`config.mk`:
```
export PLATFORM = sky130hd
export DESIGN_NAME = popcount08_unary_gen_flat
export DESIGN_NICKNAME = d
export VERILOG_FILES = /design/src/rtl/popcount08_unary_gen_if.sv /design/src/rtl/popcount08_unary_gen.sv /design/src/flat_wrapper.sv
export SDC_FILE = /design/constraint.sdc
export NUM_CORES = 1
export LEC_CHECK = 0
export CELL_PAD_IN_SITES_DETAIL_PLACEMENT = 1
export CELL_PAD_IN_SITES_GLOBAL_PLACEMENT = 2
export CORE_MARGIN = 4
export CORE_UTILIZATION = 32
export CTS_CLUSTER_SIZE = 20
export DETAILED_ROUTE_END_ITERATION = 7
export MAX_ROUTING_LAYER = met4
export PLACE_DENSITY = 0.8
export SLEW_MARGIN = 20
export SYNTH_ARGS = -nofsm -noshare
export SYNTH_HDL_FRONTEND = slang
export SYNTH_SLANG_ARGS = --single-unit
```
`constraint.sdc`:
```
create_clock -name clk -period 2.8 [get_ports clk]
set_input_delay 0.56 -clock clk [delete_from_list [all_inputs] [get_ports clk]]
set_output_delay 0.56 -clock clk [all_outputs]
set_load 0.03 [all_outputs]
```
`src/rtl/popcount08_unary_gen_if.sv`:
```
// Handshake bundle for the count-to-thermometer generator: count input,
// serial beat output, parallel word output and status flags.
interface popcount08_unary_gen_if #(
    parameter int N_BITS = 8,
    parameter int CW     = 4
);
    logic              in_valid;
    logic              in_ready;
    logic [CW-1:0]     in_count;
    logic              out_valid;
    logic              out_ready;
    logic              out_bit;
    logic              out_last;
    logic              word_valid;
    logic [N_BITS-1:0] out_word;
    logic              sat_err;
    logic              busy;

    modport master (
        output in_valid, in_count, out_ready,
        input  in_ready, out_valid, out_bit, out_last,
               word_valid, out_word, sat_err, busy
    );

    modport slave (
        input  in_valid, in_count, out_ready,
        output in_ready, out_valid, out_bit, out_last,
               word_valid, out_word, sat_err, busy
    );
endinterface

```
`src/rtl/popcount08_unary_gen.sv`:
```
// Count-to-unary generator: turns a count 0..N_BITS into an N_BITS-beat
// thermometer frame (ones first) and the matching parallel word.
module popcount08_unary_gen #(
    parameter int N_BITS = 8,
    parameter int CW     = 4
) (
    input  logic                    clk,
    input  logic                    rst_n,
    popcount08_unary_gen_if.slave   bus
);

    typedef enum logic {
        IDLE = 1'b0,
        SEND = 1'b1
    } state_t;

    localparam logic [CW-1:0] MAX_COUNT = CW'(N_BITS);
    localparam logic [CW-1:0] LAST_BEAT = CW'(N_BITS - 1);

    // Counts above the frame length clamp to an all-ones frame.
    function automatic logic [CW-1:0] sat_count(input logic [CW-1:0] c);
        return (c > MAX_COUNT) ? MAX_COUNT : c;
    endfunction

    function automatic logic is_over(input logic [CW-1:0] c);
        return (c > MAX_COUNT);
    endfunction

    state_t            state_q,     state_d;
    logic [CW-1:0]     beat_q,      beat_d;
    logic [CW-1:0]     cnt_q,       cnt_d;
    logic [N_BITS-1:0] word_q,      word_d;
    logic              sat_q,       sat_d;
    logic              wv_q,        wv_d;
    logic              in_ready_q,  in_ready_d;
    logic              out_valid_q, out_valid_d;
    logic              out_bit_q,   out_bit_d;
    logic              out_last_q,  out_last_d;
    logic              busy_q,      busy_d;

    logic              in_hs;
    logic              out_hs;

    assign in_hs  = bus.in_valid  & in_ready_q;
    assign out_hs = out_valid_q   & bus.out_ready;

    always_comb begin
        state_d = state_q;
        beat_d  = beat_q;
        cnt_d   = cnt_q;
        word_d  = word_q;
        sat_d   = sat_q;
        wv_d    = 1'b0;

        case (state_q)
            IDLE: begin
                if (in_hs) begin
                    cnt_d   = sat_count(bus.in_count);
                    sat_d   = sat_q | is_over(bus.in_count);
                    beat_d  = '0;
                    word_d  = '0;
                    state_d = SEND;
                end
            end
            SEND: begin
                if (out_hs) begin
                    for (int i = 0; i < N_BITS; i++) begin
                        if (beat_q == CW'(i)) begin
                            word_d[i] = out_bit_q;
                        end
                    end
                    if (beat_q == LAST_BEAT) begin
                        state_d = IDLE;
                        wv_d    = 1'b1;
                    end else begin
                        beat_d  = beat_q + 1'b1;
                    end
                end
            end
            default: begin
                state_d = IDLE;
            end
        endcase
    end

    // Outputs are registered from next-state values so they line up with
    // the state they describe and stay stable while the sink stalls.
    always_comb begin
        in_ready_d  = (state_d == IDLE);
        out_valid_d = (state_d == SEND);
        busy_d      = (state_d == SEND);
        out_bit_d   = (state_d == SEND) && (beat_d < cnt_d);
        out_last_d  = (state_d == SEND) && (beat_d == LAST_BEAT);
    end

    always_ff @(posedge clk or negedge rst_n) begin
        if (!rst_n) begin
            state_q     <= IDLE;
            beat_q      <= '0;
            cnt_q       <= '0;
            word_q      <= '0;
            sat_q       <= 1'b0;
            wv_q        <= 1'b0;
            in_ready_q  <= 1'b0;
            out_valid_q <= 1'b0;
            out_bit_q   <= 1'b0;
            out_last_q  <= 1'b0;
            busy_q      <= 1'b0;
        end else begin
            state_q     <= state_d;
            beat_q      <= beat_d;
            cnt_q       <= cnt_d;
            word_q      <= word_d;
            sat_q       <= sat_d;
            wv_q        <= wv_d;
            in_ready_q  <= in_ready_d;
            out_valid_q <= out_valid_d;
            out_bit_q   <= out_bit_d;
            out_last_q  <= out_last_d;
            busy_q      <= busy_d;
        end
    end

    assign bus.in_ready   = in_ready_q;
    assign bus.out_valid  = out_valid_q;
    assign bus.out_bit    = out_bit_q;
    assign bus.out_last   = out_last_q;
    assign bus.word_valid = wv_q;
    assign bus.out_word   = word_q;
    assign bus.sat_err    = sat_q;
    assign bus.busy       = busy_q;

endmodule

```
`src/flat_wrapper.sv`:
```
// flat-port wrapper written by rule: the top's interface ports become plain ports
module popcount08_unary_gen_flat 
#(
    parameter int N_BITS = 8,
    parameter int CW     = 4
)
  (clk, rst_n, bus_in_valid, bus_in_count, bus_out_ready, bus_in_ready, bus_out_valid, bus_out_bit, bus_out_last, bus_word_valid, bus_out_word, bus_sat_err, bus_busy);
  popcount08_unary_gen_if #(.N_BITS(N_BITS), .CW(CW)) bus_i ();
  input  logic clk;
  input  logic rst_n;
  input wire logic [$bits(bus_i.in_valid)-1:0] bus_in_valid;
  input wire logic [$bits(bus_i.in_count)-1:0] bus_in_count;
  input wire logic [$bits(bus_i.out_ready)-1:0] bus_out_ready;
  output wire logic [$bits(bus_i.in_ready)-1:0] bus_in_ready;
  output wire logic [$bits(bus_i.out_valid)-1:0] bus_out_valid;
  output wire logic [$bits(bus_i.out_bit)-1:0] bus_out_bit;
  output wire logic [$bits(bus_i.out_last)-1:0] bus_out_last;
  output wire logic [$bits(bus_i.word_valid)-1:0] bus_word_valid;
  output wire logic [$bits(bus_i.out_word)-1:0] bus_out_word;
  output wire logic [$bits(bus_i.sat_err)-1:0] bus_sat_err;
  output wire logic [$bits(bus_i.busy)-1:0] bus_busy;
  assign bus_i.in_valid = bus_in_valid;
  assign bus_i.in_count = bus_in_count;
  assign bus_i.out_ready = bus_out_ready;
  assign bus_in_ready = bus_i.in_ready;
  assign bus_out_valid = bus_i.out_valid;
  assign bus_out_bit = bus_i.out_bit;
  assign bus_out_last = bus_i.out_last;
  assign bus_word_valid = bus_i.word_valid;
  assign bus_out_word = bus_i.out_word;
  assign bus_sat_err = bus_i.sat_err;
  assign bus_busy = bus_i.busy;
  popcount08_unary_gen #(.N_BITS(N_BITS), .CW(CW)) u_core (.clk(clk), .rst_n(rst_n), .bus(bus_i));
endmodule
```
# Word-level counts from Yosys, hierarchy flattened
# Cells that the tools add are included.
[classes]
n_addsub = 1
magnitude_cmp = 2
n_eq_ne = 18
n_mux = 25
bitwise = 5
reduce_logical = 12
[op_table]
columns = ["cell", "n"]
rows = [
  ["4-bit two-way mux", 6],
  ["3-bit AND reduction", 8],
  ["4-bit by 3-bit equality test with 1-bit output, second input constant", 5],
  ["2-bit inequality test, second input constant", 9],
  ["8-bit two-way mux", 2],
  ["8-bit one-hot mux with 2 select lines", 1],
  ["1-bit two-way mux", 14],
  ["4-bit by 2-bit equality test with 1-bit output, second input constant", 2],
  ["4-bit one-hot mux with 2 select lines", 1],
  ["4-bit by 1-bit adder with 4-bit output, second input constant", 1],
  ["4-bit by 1-bit equality test with 1-bit output, second input constant", 1],
  ["4-bit > comparator, second input constant", 1],
  ["4-bit zero test", 1],
  ["4-bit < comparator", 1],
  ["1-bit AND", 2],
  ["1-bit logical AND", 2],
  ["2-bit by 1-bit inequality test with 1-bit output, second input constant", 1],
  ["1-bit inverter", 2],
  ["1-bit one-hot mux with 2 select lines", 1],
  ["2-bit AND reduction", 1],
  ["1-bit OR", 1],
]
[totals]
regBits = 22

# Longest topological paths before layout
# Gate-level depths: netlist of run 1.
[depth]
depth_word = 6
mapped_depth = 7
mapped_depth_nobuf = 7

# Worst setup path after synthesis of run 1
# OpenSTA, ideal clock, no wires.
[synth_timing]
path_type = "register to register"
from = "register u_core.state_q"
to = "register u_core.out_bit_q, in the netlist u_core.bus.out_bit"
t_arrival_ns = 2.047
path_slack_ns = 0.688
path_stages_with_launch = 6
path_buffers = 0
period_less_slack_ns = 2.112
cell_sequence = "dfrtp_1 > nand2_1 > o41ai_1 > ha_1 > a2111oi_0 > o21a_1"
[synth_via]
elab_chain_cells = 5
word_cells_on_any_way = 9
classes_between = "1 x order compare; 5 x mux; 2 x bitwise; 1 x reduce/logical"
[synth_lines]
columns = ["element", "line", "text"]
rows = [
  ["start, declared", "popcount08_unary_gen.sv:29", "state_t state_q, state_d;"],
  ["start signal, assigned", "popcount08_unary_gen.sv:110", "state_q <= state_d;"],
  ["1-bit AND", "--", ""],
  ["4-bit two-way mux", "--", ""],
  ["4-bit one-hot mux with 2 select lines *", "popcount08_unary_gen.sv:55", "case (state_q)"],
  ["named net u_core.beat_d[3]", "popcount08_unary_gen.sv:30", "logic [CW-1:0] beat_q, beat_d;"],
  ["4-bit < comparator *", "popcount08_unary_gen.sv:92", "out_bit_d = (state_d == SEND) && (beat_d < cnt_d);"],
  ["1-bit logical AND *", "popcount08_unary_gen.sv:92", ""],
  ["named net u_core.out_bit_d", "popcount08_unary_gen.sv:37", "logic out_bit_q, out_bit_d;"],
  ["end signal, assigned", "popcount08_unary_gen.sv:118", "out_bit_q <= out_bit_d;"],
  ["end, declared", "popcount08_unary_gen.sv:37", ""],
]
# Mark *: on every way through the listed nets, which the timed path passes. The rest lies on a longest branch.
# A chain may end at the register's enable or synchronous reset.

# Worst setup path after layout of run 1
[layout_timing]
from = "input bus_out_ready"
to = "register u_core.out_bit_q, in the netlist u_core.bus.out_bit"
[layout_via]
elab_chain_cells = 5
word_cells_on_any_way = 7
classes_between = "1 x order compare; 4 x mux; 1 x bitwise; 1 x reduce/logical"
[layout_lines]
columns = ["element", "line", "text"]
rows = [
  ["start, declared", "flat_wrapper.sv:13", "input wire logic [$bits(bus_i.out_ready)-1:0] bus_out_ready;"],
  ["1-bit AND", "popcount08_unary_gen.sv:45", "assign out_hs = out_valid_q & bus.out_ready;"],
  ["4-bit two-way mux", "popcount08_unary_gen.sv:66", "if (out_hs) begin"],
  ["4-bit one-hot mux with 2 select lines", "popcount08_unary_gen.sv:55", ""],
  ["named net u_core.beat_d[3]", "popcount08_unary_gen.sv:30", ""],
  ["4-bit < comparator", "popcount08_unary_gen.sv:92", ""],
  ["1-bit logical AND", "popcount08_unary_gen.sv:92", ""],
  ["named net u_core.out_bit_d", "popcount08_unary_gen.sv:37", ""],
]
# The timed path passes the listed nets, and every way through them passes these cells.

==> results of run 1 <==
## critical path: cells and delay by family
kind / cells / cell delay [ns]
AO/OA/AOI/OAI: 3 / 1.17
adder cells (fa/ha/maj): 1 / 0.36
buffers and inverters: 1 / 0.53
AND/OR/NAND/NOR: 1 / 0.10
## power groups by stage
stage               registers [uW]  logic (uW)  clock network, uW
floorplan                      697         518                  0
global placement               579         934                  0
detailed placement             586         965                  0
CTS                            580         967                207
global route                   602        1050                224
finish                         578         952                200
## layout make-up
type / count / area (sq um) / area share
clock buffer: 3 / 41.3 / 0.0275
timing repair buffer: 25 / 243 / 0.162
inverter: 9 / 33.8 / 0.0225
tap: 46 / 57.6 / 0.0384
sequential: 22 / 551 / 0.367
multi-input combinational: 76 / 573 / 0.382
## Yosys cell counts, drive strengths merged
| library cell | n | area (sq um) |
|---|---|---|
| nor2 | 4 | 15.0 |
| a211oi | 1 | 7.51 |
| a21oi | 5 | 28.8 |
| a2111oi | 2 | 23.8 |
| o211ai | 2 | 15.0 |
| o21a | 3 | 22.5 |
| a21o | 1 | 7.51 |
| mux2i | 1 | 10.0 |
| mux2 | 8 | 93.8 |
| nand2b | 3 | 18.8 |
| a22o | 7 | 61.3 |
| inv | 9 | 33.8 |
| nand3b | 2 | 15.0 |
| and2 | 1 | 6.26 |
| o21ai | 1 | 5.00 |
| nor3 | 1 | 5.00 |
| ha | 7 | 87.6 |
| o21bai | 1 | 7.51 |
| buf | 2 | 18.8 |
| and3b | 1 | 8.76 |
| nand3 | 2 | 10.0 |
| nor4b | 1 | 8.76 |
| o41a | 1 | 11.3 |
| nand2 | 14 | 52.6 |
| o31ai | 2 | 15.0 |
| o41ai | 1 | 8.76 |
| clkbuf | 1 | 3.75 |
| nand4 | 2 | 12.5 |
| a21boi | 1 | 7.51 |
| and2b | 1 | 7.51 |
| dfrtp | 22 | 551 |
## path summary, 6_finish.rpt
path                                     from                     end  slack, ns  cells after the start
setup / recovery                bus_out_ready      u_core.bus.out_bit       0.29                      6
hold / removal             u_core.bus.sat_err      u_core.bus.sat_err       0.48                      1
setup reg to reg               u_core.state_q      u_core.bus.out_bit       0.39                      5
hold reg to reg            u_core.bus.sat_err      u_core.bus.sat_err       0.48                      1
max in group asynchronous               rst_n         u_core.cnt_q[0]       1.93                      2
min in group asynchronous               rst_n  u_core.bus.out_word[0]       0.64                      2
## sequential cells by signal, summed over array words and instances (netlist names)
name,flops
u_core.bus.sat_err,1
u_core.bus.out_bit,1
u_core.beat_q,4
u_core.bus.out_word,8
u_core.bus.out_last,1
u_core.state_q,1
u_core.bus.word_valid,1
u_core.bus.in_ready,1
u_core.cnt_q,4
## kinds of logic (layout without fill, tap and decap cells)
logic type | after synthesis | count (layout) | share of synthesized area
AO/OA/AOI/OAI | 28 | 28 | 0.188
adder cells (fa/ha/maj) | 7 | 7 | 0.0742
buffers and inverters | 12 | 37 | 0.0477
flip-flops | 22 | 22 | 0.467
multiplexers | 9 | 9 | 0.0880
AND/OR/NAND/NOR | 32 | 32 | 0.136
## per-layer routing
layer	vias to the layer above	GRT usage
li1	446	-
met1	464	0.162
met2	20	0.265
met3	5	0.0227
met4	0	0.0608
met5	-	-
## through the flow
step	total power [uW]	area, sq um	std cells	worst slack (ns)
global placement	1510	1460	178	0.166
global route	1880	1500	181	0.0339
finish	1730	1500	181	0.286
floorplan	1220	1180	110	0.688
CTS	1750	1500	181	0.289
detailed placement	1550	1460	178	0.0120
==> results.cfg, run 1 <==
[status]
status = completed

[cts]
clk-insertion-delay-late_ns = 0.26
path_clk_slew_ns = 0.08
cts.path.max_buffers = 2
cts_tree = built
cts_resized = 0
clock-sinks = 22
post_cts_buffers = 0
root_buffer = clkbuf_8
cts_inserted_buffers = 3
h-tree-depth = 1
hold_buffers = 0

[synth]
syn_nets = 125
yosys_warnings = 0
postSynthAreaPerCell_sq_um = 10.7
ys_seq_area_frac = 0.467
syn-instance-count = 110
synth_seq_cells = 22
netlist_area_sq_um = 1180
synth_cell_types = 36

[power_and_ir_drop]
power_frac_comb = 0.550
power_density_nw_per_um2 = 1150
switchingPower_uw = 745
p_clk_frac = 0.116
pwr-share-seq = 0.334
peakVddDrop_uv = 461
p_leak_uw = 0.000652
swShare = 0.431
p_int_uw = 985

[setup_path]
critPathRequiredTime_ns = 3.01
crit_arrival_ns = 2.73
crit_type = input port to flip-flop
slowest_delay_ns = 0.58
worst-path-max-fanout = 5
cp_cell_sequence = clkdlybuf4s50_1, nand2_1, o41ai_1, ha_1, a2111oi_0, o21a_1
crit_slowest_cell = o41ai_1
critPathLaunchType = input port
end_kind = flip-flop

[floorplan]
core-area_sq_um = 3440
io_pins = 23
dieArea_sq_um = 4720
dieHeight_um = 68.7
start_util = 0.343
chipWidth_um = 68.7
rows = 21

[route]
dr_wl_met3_um = 98
vias = 935
drc = 0
first_pass_iters = 3
routed.top_layer = met4
viasPerCell = 5.17
wl_per_cell_um = 15.5
ant_nets = 0
wl_um = 2800
first_iter_violations = 20
dr_wl_met2_um = 1440
met1_length_um = 1220

[global_routing]
track_usage = 0.147
grt_pass1_wl_um = 4910
grt_antenna_before_repair = 0
globalRouteOverflowTotal = 0
grt_pass1_vias = 1055
grt_max_degree = 23

[timing]
worst_pin_slew_ns = 0.574
fin_crit_ns = 2.51
fin_crit_sh = 0.898
slew_violations = 0
rsz0062_at_grt = no
relSlewSlack = 0.612
holdWs_ns = 0.483
clock.fmax_mhz = 398
hold_viol = 0
fin_worst_skew_ns = 0.00837
setup_viol = 0
fin_tns_setup_ns = 0

[layout]
nNetsFinal = 152
drive_gt1_frac = 0.0889
utilization = 0.435
fillCellCount = 393
antenna_cells = 0
area_growth_syn_to_layout_pct = 27.0
layout_common_cells = clkdlybuf4s50_1, dfrtp_1, nand2_1

[flow_run]
maxCapViolCount = 0

[min_path]
hold_class = flip-flop to flip-flop

[place]
io_buffers = 22
hpwl_um = 2200
gp_congestion = 0.811
Power figures use the tool's default switching activity.
==> run 2, diff against run 1 <==
- ABC_AREA: not set -> 1
- CORE_UTILIZATION: 32 -> 30
==> run 2 against run 1 <==
Net effect:
- sequential power increased by 1%
- wire length decreased by 1.9%
- power increased by 5.5%
- critical path depth decreased by 5
- register-to-register slack improved by 0.38 ns
- critical path type is now flip-flop to output pin
- worst hold slack improved by 0.028 ns
- global-route usage decreased by 2.3 points
==> results.cfg, run 2 <==
[status]
status = completed

[place]
placed_area_sq_um = 1440
io_buffers = 22
hpwl_um = 2230
gp_congestion = 0.816

[power_and_ir_drop]
power_frac_comb = 0.574
switchingPower_uw = 868
peakVddDrop_uv = 422
swShare = 0.476
power_density_nw_per_um2 = 1230
p_int_uw = 957
p_leak_uw = 0.000699
pwr-share-seq = 0.321
p_clk_frac = 0.105

[min_path]
whs_path_depth = 1
hold_class = flip-flop to flip-flop
min_from = u_core.bus.sat_err
min_to = u_core.bus.sat_err

[synth]
synth_top_area_share = 0.468
ys_seq_area_frac = 0.468
syn-instance-count = 137
yosys_warnings = 0
async_reset_ff_frac = 1.00
syn_nets = 152
synth.top_cells.by_area = dfrtp_1, nand2_1, ha_1
synth_seq_cells = 22
ys_top_cells_by_count = nand2_1, dfrtp_1, inv_1
synth-main-ff-cell = dfrtp_1
synth.most_common_cell = nand2_1
netlist_area_sq_um = 1180
synth_top_area_cell = dfrtp_1
synth_cell_types = 23
postSynthAreaPerCell_sq_um = 8.58
synth-edff-count = 0

[setup_path]
crit_family = buffers and inverters
startpoint = u_core.state_q
crit_slowest_cell = clkdlybuf4s50_1
slowest_delay_ns = 0.77
r2r_start = u_core.state_q
critPathLaunchType = flip-flop
r2r_slack_ns = 0.77
path_buf_inv = 1
end_kind = output pin
crit_arrival_ns = 1.68
critPathRequiredTime_ns = 2.24
cp_cell_sequence = clkdlybuf4s50_1
regToRegEndpoint = u_core.bus.out_bit
ff2ff_path_depth = 9
crit_type = flip-flop to output pin
worst-path-max-fanout = 16

[global_routing]
grt_pass1_vias = 1022
globalRouteOverflowTotal = 0
grt_max_degree = 23
grt_pass1_wl_um = 4850
track_usage = 0.124
grt_antenna_before_repair = 0

[route]
drc = 0
wl_per_cell_um = 13.2
ant_nets = 0
first_pass_iters = 4
wl_um = 2750
first_iter_violations = 25
vias = 974
viasPerCell = 4.68

[timing]
fin_crit_ns = 2.24
slew_violations = 0
clock.fmax_mhz = 446
fin_worst_skew_ns = 0.00114
holdWs_ns = 0.511
worst_pin_slew_ns = 0.498
setup_viol = 0
rsz0062_at_grt = no
hold_viol = 0
relSlewSlack = 0.668
fin_crit_sh = 0.801
fin_tns_setup_ns = 0

[floorplan]
core-area_sq_um = 3720
dieArea_sq_um = 4990
io_pins = 23
rows = 22
start_util = 0.316
chipWidth_um = 70.6
dieHeight_um = 70.6

[layout]
final_area_sq_um = 1490
multiInputGateArea_sq_um = 518
area_growth_syn_to_layout_pct = 26.3
layout_common_cells = nand2_1, clkdlybuf4s50_1, dfrtp_1
register_area_sq_um = 551
antenna_cells = 0
utilization = 0.400
nNetsFinal = 177
largest_reg_flops = 8
fillCellCount = 456
final_common_cell = nand2_1
drive_gt1_frac = 0.0875

[cts]
cts_tree = built
h-tree-depth = 1
cts_resized = 0
cts.path.max_buffers = 2
root_buffer = clkbuf_8
path_clk_slew_ns = 0.07
hold_buffers = 0
post_cts_buffers = 0
clock-sinks = 22
clk-insertion-delay-late_ns = 0.26
cts_inserted_buffers = 3

[flow_run]
maxCapViolCount = 0
-- run 2: metal layers --
metal	track usage	vias up	routed length, um
li1	-	492	-
met2	0.208	20	1400
met4	0.0313	0	42
met1	0.148	458	1180
met5	-	-	0
met3	0.0355	4	121
-- run 2: how the worst max path moves through the flow --
stage,end,cells past startpoint
after CTS,bus_out_valid,1
after global routing,u_core.bus.out_bit,10
after detailed placement,u_core.bus.out_bit,10
after global placement,u_core.bus.out_bit,10
after floorplan,u_core.bus.out_bit,9
final,bus_out_valid,1
-- run 2: through the flow --
stage / instances / setup slack, ns / power, uW
2_1_floorplan: 137 / 1.03 / 1290
3_3_place_gp: 205 / 0.459 / 1630
3_5_place_dp: 205 / 0.298 / 1660
4_1_cts: 208 / 0.546 / 1860
5_1_grt: 208 / 0.415 / 2010
6_report: 208 / 0.557 / 1820
-- run 2: layout make-up --
type	instances	area share
Sequential cell	22	0.371
Multi-Input combinational cell	89	0.349
Timing Repair Buffer	23	0.153
Inverter	23	0.0590
Tap cell	48	0.0404
Clock buffer	3	0.0278
-- run 2: logic make-up (layout without fill, tap and decap cells) --
kind of cell / Yosys count / count (layout) / synth area share
flip-flops: 22 / 22 / 0.468
AND/OR/NAND/NOR: 48 / 48 / 0.206
AO/OA/AOI/OAI: 34 / 34 / 0.160
adder cells (fa/ha/maj): 7 / 7 / 0.0745
buffers and inverters: 26 / 49 / 0.0915
-- run 2: power by group through the flow --
| stage | Sequential, uW | Combinational, uW | Clock [uW] |
|---|---|---|---|
| after floorplan | 736 | 553 | 0 |
| after global placement | 587 | 1040 | 0 |
| after detailed placement | 593 | 1070 | 0 |
| after CTS | 588 | 1070 | 202 |
| after global routing | 610 | 1190 | 214 |
| final | 585 | 1050 | 191 |
==> run 3, diff against run 2 <==
- clock period: 2.8 -> 2.3 ns (I/O delays scaled with it)
==> run 3 against run 2 <==
Net effect:
- non-clock buffer count increased by 2
- final area increased by 1.9%
- worst hold slack got worse by 0.017 ns
- utilization increased by 0.77 points
- clock power increased by 50%
- die area unchanged
==> results.cfg, run 3 (synthesized netlist as in run 2, its figures left out) <==
[route]
wl_per_cell_um = 13.2
ant_nets = 0
first_iter_violations = 23
first_pass_iters = 4
vias = 983
viasPerCell = 4.66
drc = 0
wl_um = 2790

[cts]
post_cts_buffers = 0
hold_buffers = 0
path_clk_slew_ns = 0.08
root_buffer = clkbuf_8
clock-sinks = 22
cts_inserted_buffers = 3
clk-insertion-delay-late_ns = 0.27
cts_resized = 0
h-tree-depth = 1
cts.path.max_buffers = 2
cts_tree = built

[timing]
worst_pin_slew_ns = 0.489
fin_worst_skew_ns = 0.00186
fin_crit_sh = 0.934
relSlewSlack = 0.674
hold_viol = 0
clock.fmax_mhz = 465
rsz0062_at_grt = no
fin_crit_ns = 2.15
slew_violations = 0
setup_viol = 0

[setup_path]
cp_cell_sequence = clkdlybuf4s50_1
crit_family = buffers and inverters
crit_arrival_ns = 1.69
path_buf_inv = 1
critPathLaunchType = flip-flop
critPathRequiredTime_ns = 1.84
worst-path-max-fanout = 16
slowest_delay_ns = 0.77
end_kind = output pin
crit_type = flip-flop to output pin
crit_slowest_cell = clkdlybuf4s50_1

[floorplan]
core-area_sq_um = 3720
dieHeight_um = 70.6
io_pins = 23
rows = 22
start_util = 0.316
dieArea_sq_um = 4990
chipWidth_um = 70.6

[power_and_ir_drop]
switchingPower_uw = 1070
p_leak_uw = 0.000716
power_uw = 2310
p_int_uw = 1230
power_density_nw_per_um2 = 1520
p_clk_frac = 0.124
peakVddDrop_uv = 595
pwr-share-seq = 0.306
swShare = 0.466
power_frac_comb = 0.570

[layout]
stdcell_count = 211
nNetsFinal = 179
layout_common_cells = nand2_1, clkdlybuf4s50_1, dfrtp_1
antenna_cells = 0
final_common_cell = nand2_1
drive_gt1_frac = 0.104
largest_reg_flops = 8
area_growth_syn_to_layout_pct = 28.7

[global_routing]
busiest_layer = met2
track_usage = 0.126
gr-usage-met1 = 0.144
grt_antenna_before_repair = 0
grt_max_degree = 23
grt_pass1_vias = 1025
grt_util_met3 = 0.0355
globalRouteOverflowTotal = 0
grt_pass1_wl_um = 4780
met2_usage = 0.214

[place]
io_buffers = 22
hpwl_um = 2220
dp.cells = 207
gp_congestion = 0.773

[flow_run]
maxCapViolCount = 0

[min_path]
hold_class = flip-flop to flip-flop

[status]
status = completed
## run 3: final cells by class
cell class	instances	area (sq um)
tap	48	60.1
fill	454	2200
timing repair buffer	25	243
inverter	23	87.6
sequential	22	551
clock buffer	4	55.1
multi-input combinational	89	518
## run 3: final timing paths
path                                         end  depth (start not counted)  slack, ns               start
max                                     bus_busy                          1       0.15      u_core.state_q
min reg2reg                   u_core.bus.sat_err                          1       0.49  u_core.bus.sat_err
max in group asynchronous         u_core.state_q                          2       1.53               rst_n
max reg2reg                   u_core.bus.out_bit                          9       0.35      u_core.state_q
min                           u_core.bus.sat_err                          1       0.49  u_core.bus.sat_err
min in group asynchronous  u_core.bus.word_valid                          2       0.53               rst_n
## run 3: power by group through the flow
stage / Combinational, uW / Sequential, uW / Clock, uW
2_1_floorplan: 673 / 896 / 0
5_1_grt: 1460 / 743 / 325
6_report: 1310 / 707 / 286
3_5_place_dp: 1340 / 721 / 0
4_1_cts: 1340 / 714 / 299
3_3_place_gp: 1290 / 712 / 0
## run 3: per-stage QoR
step / TNS (ns) / setup WS [ns] / util / hold slack [ns] / cell area (sq um)
floorplan: 0 / 0.527 / - / 0.164 / 1180
finish: 0 / 0.152 / 0.407 / 0.494 / 1510
global placement: 0 / 0.0533 / 0.393 / 0.491 / 1460
detailed placement: -0.0459 / -0.0459 / 0.393 / 0.478 / 1460
CTS: 0 / 0.130 / 0.407 / 0.506 / 1510
global route: 0 / 0.0334 / 0.407 / 0.545 / 1510
## run 3: routing by layer
metal,routed length [um],share of wire,vias to the layer above
met4,27,0.0097,0
li1,-,-,497
met2,1410,0.50,18
met1,1240,0.44,465
met5,0,0,-
met3,115,0.041,3
## run 3: worst register-to-register path: cells and delay by family, from the launching register on
family          cells  cell delay [ns]
flops               1             0.65
compound gates      3             0.52
fa+ha+maj           1             0.29
simple gates        3             0.27
buf+inv             2             0.14
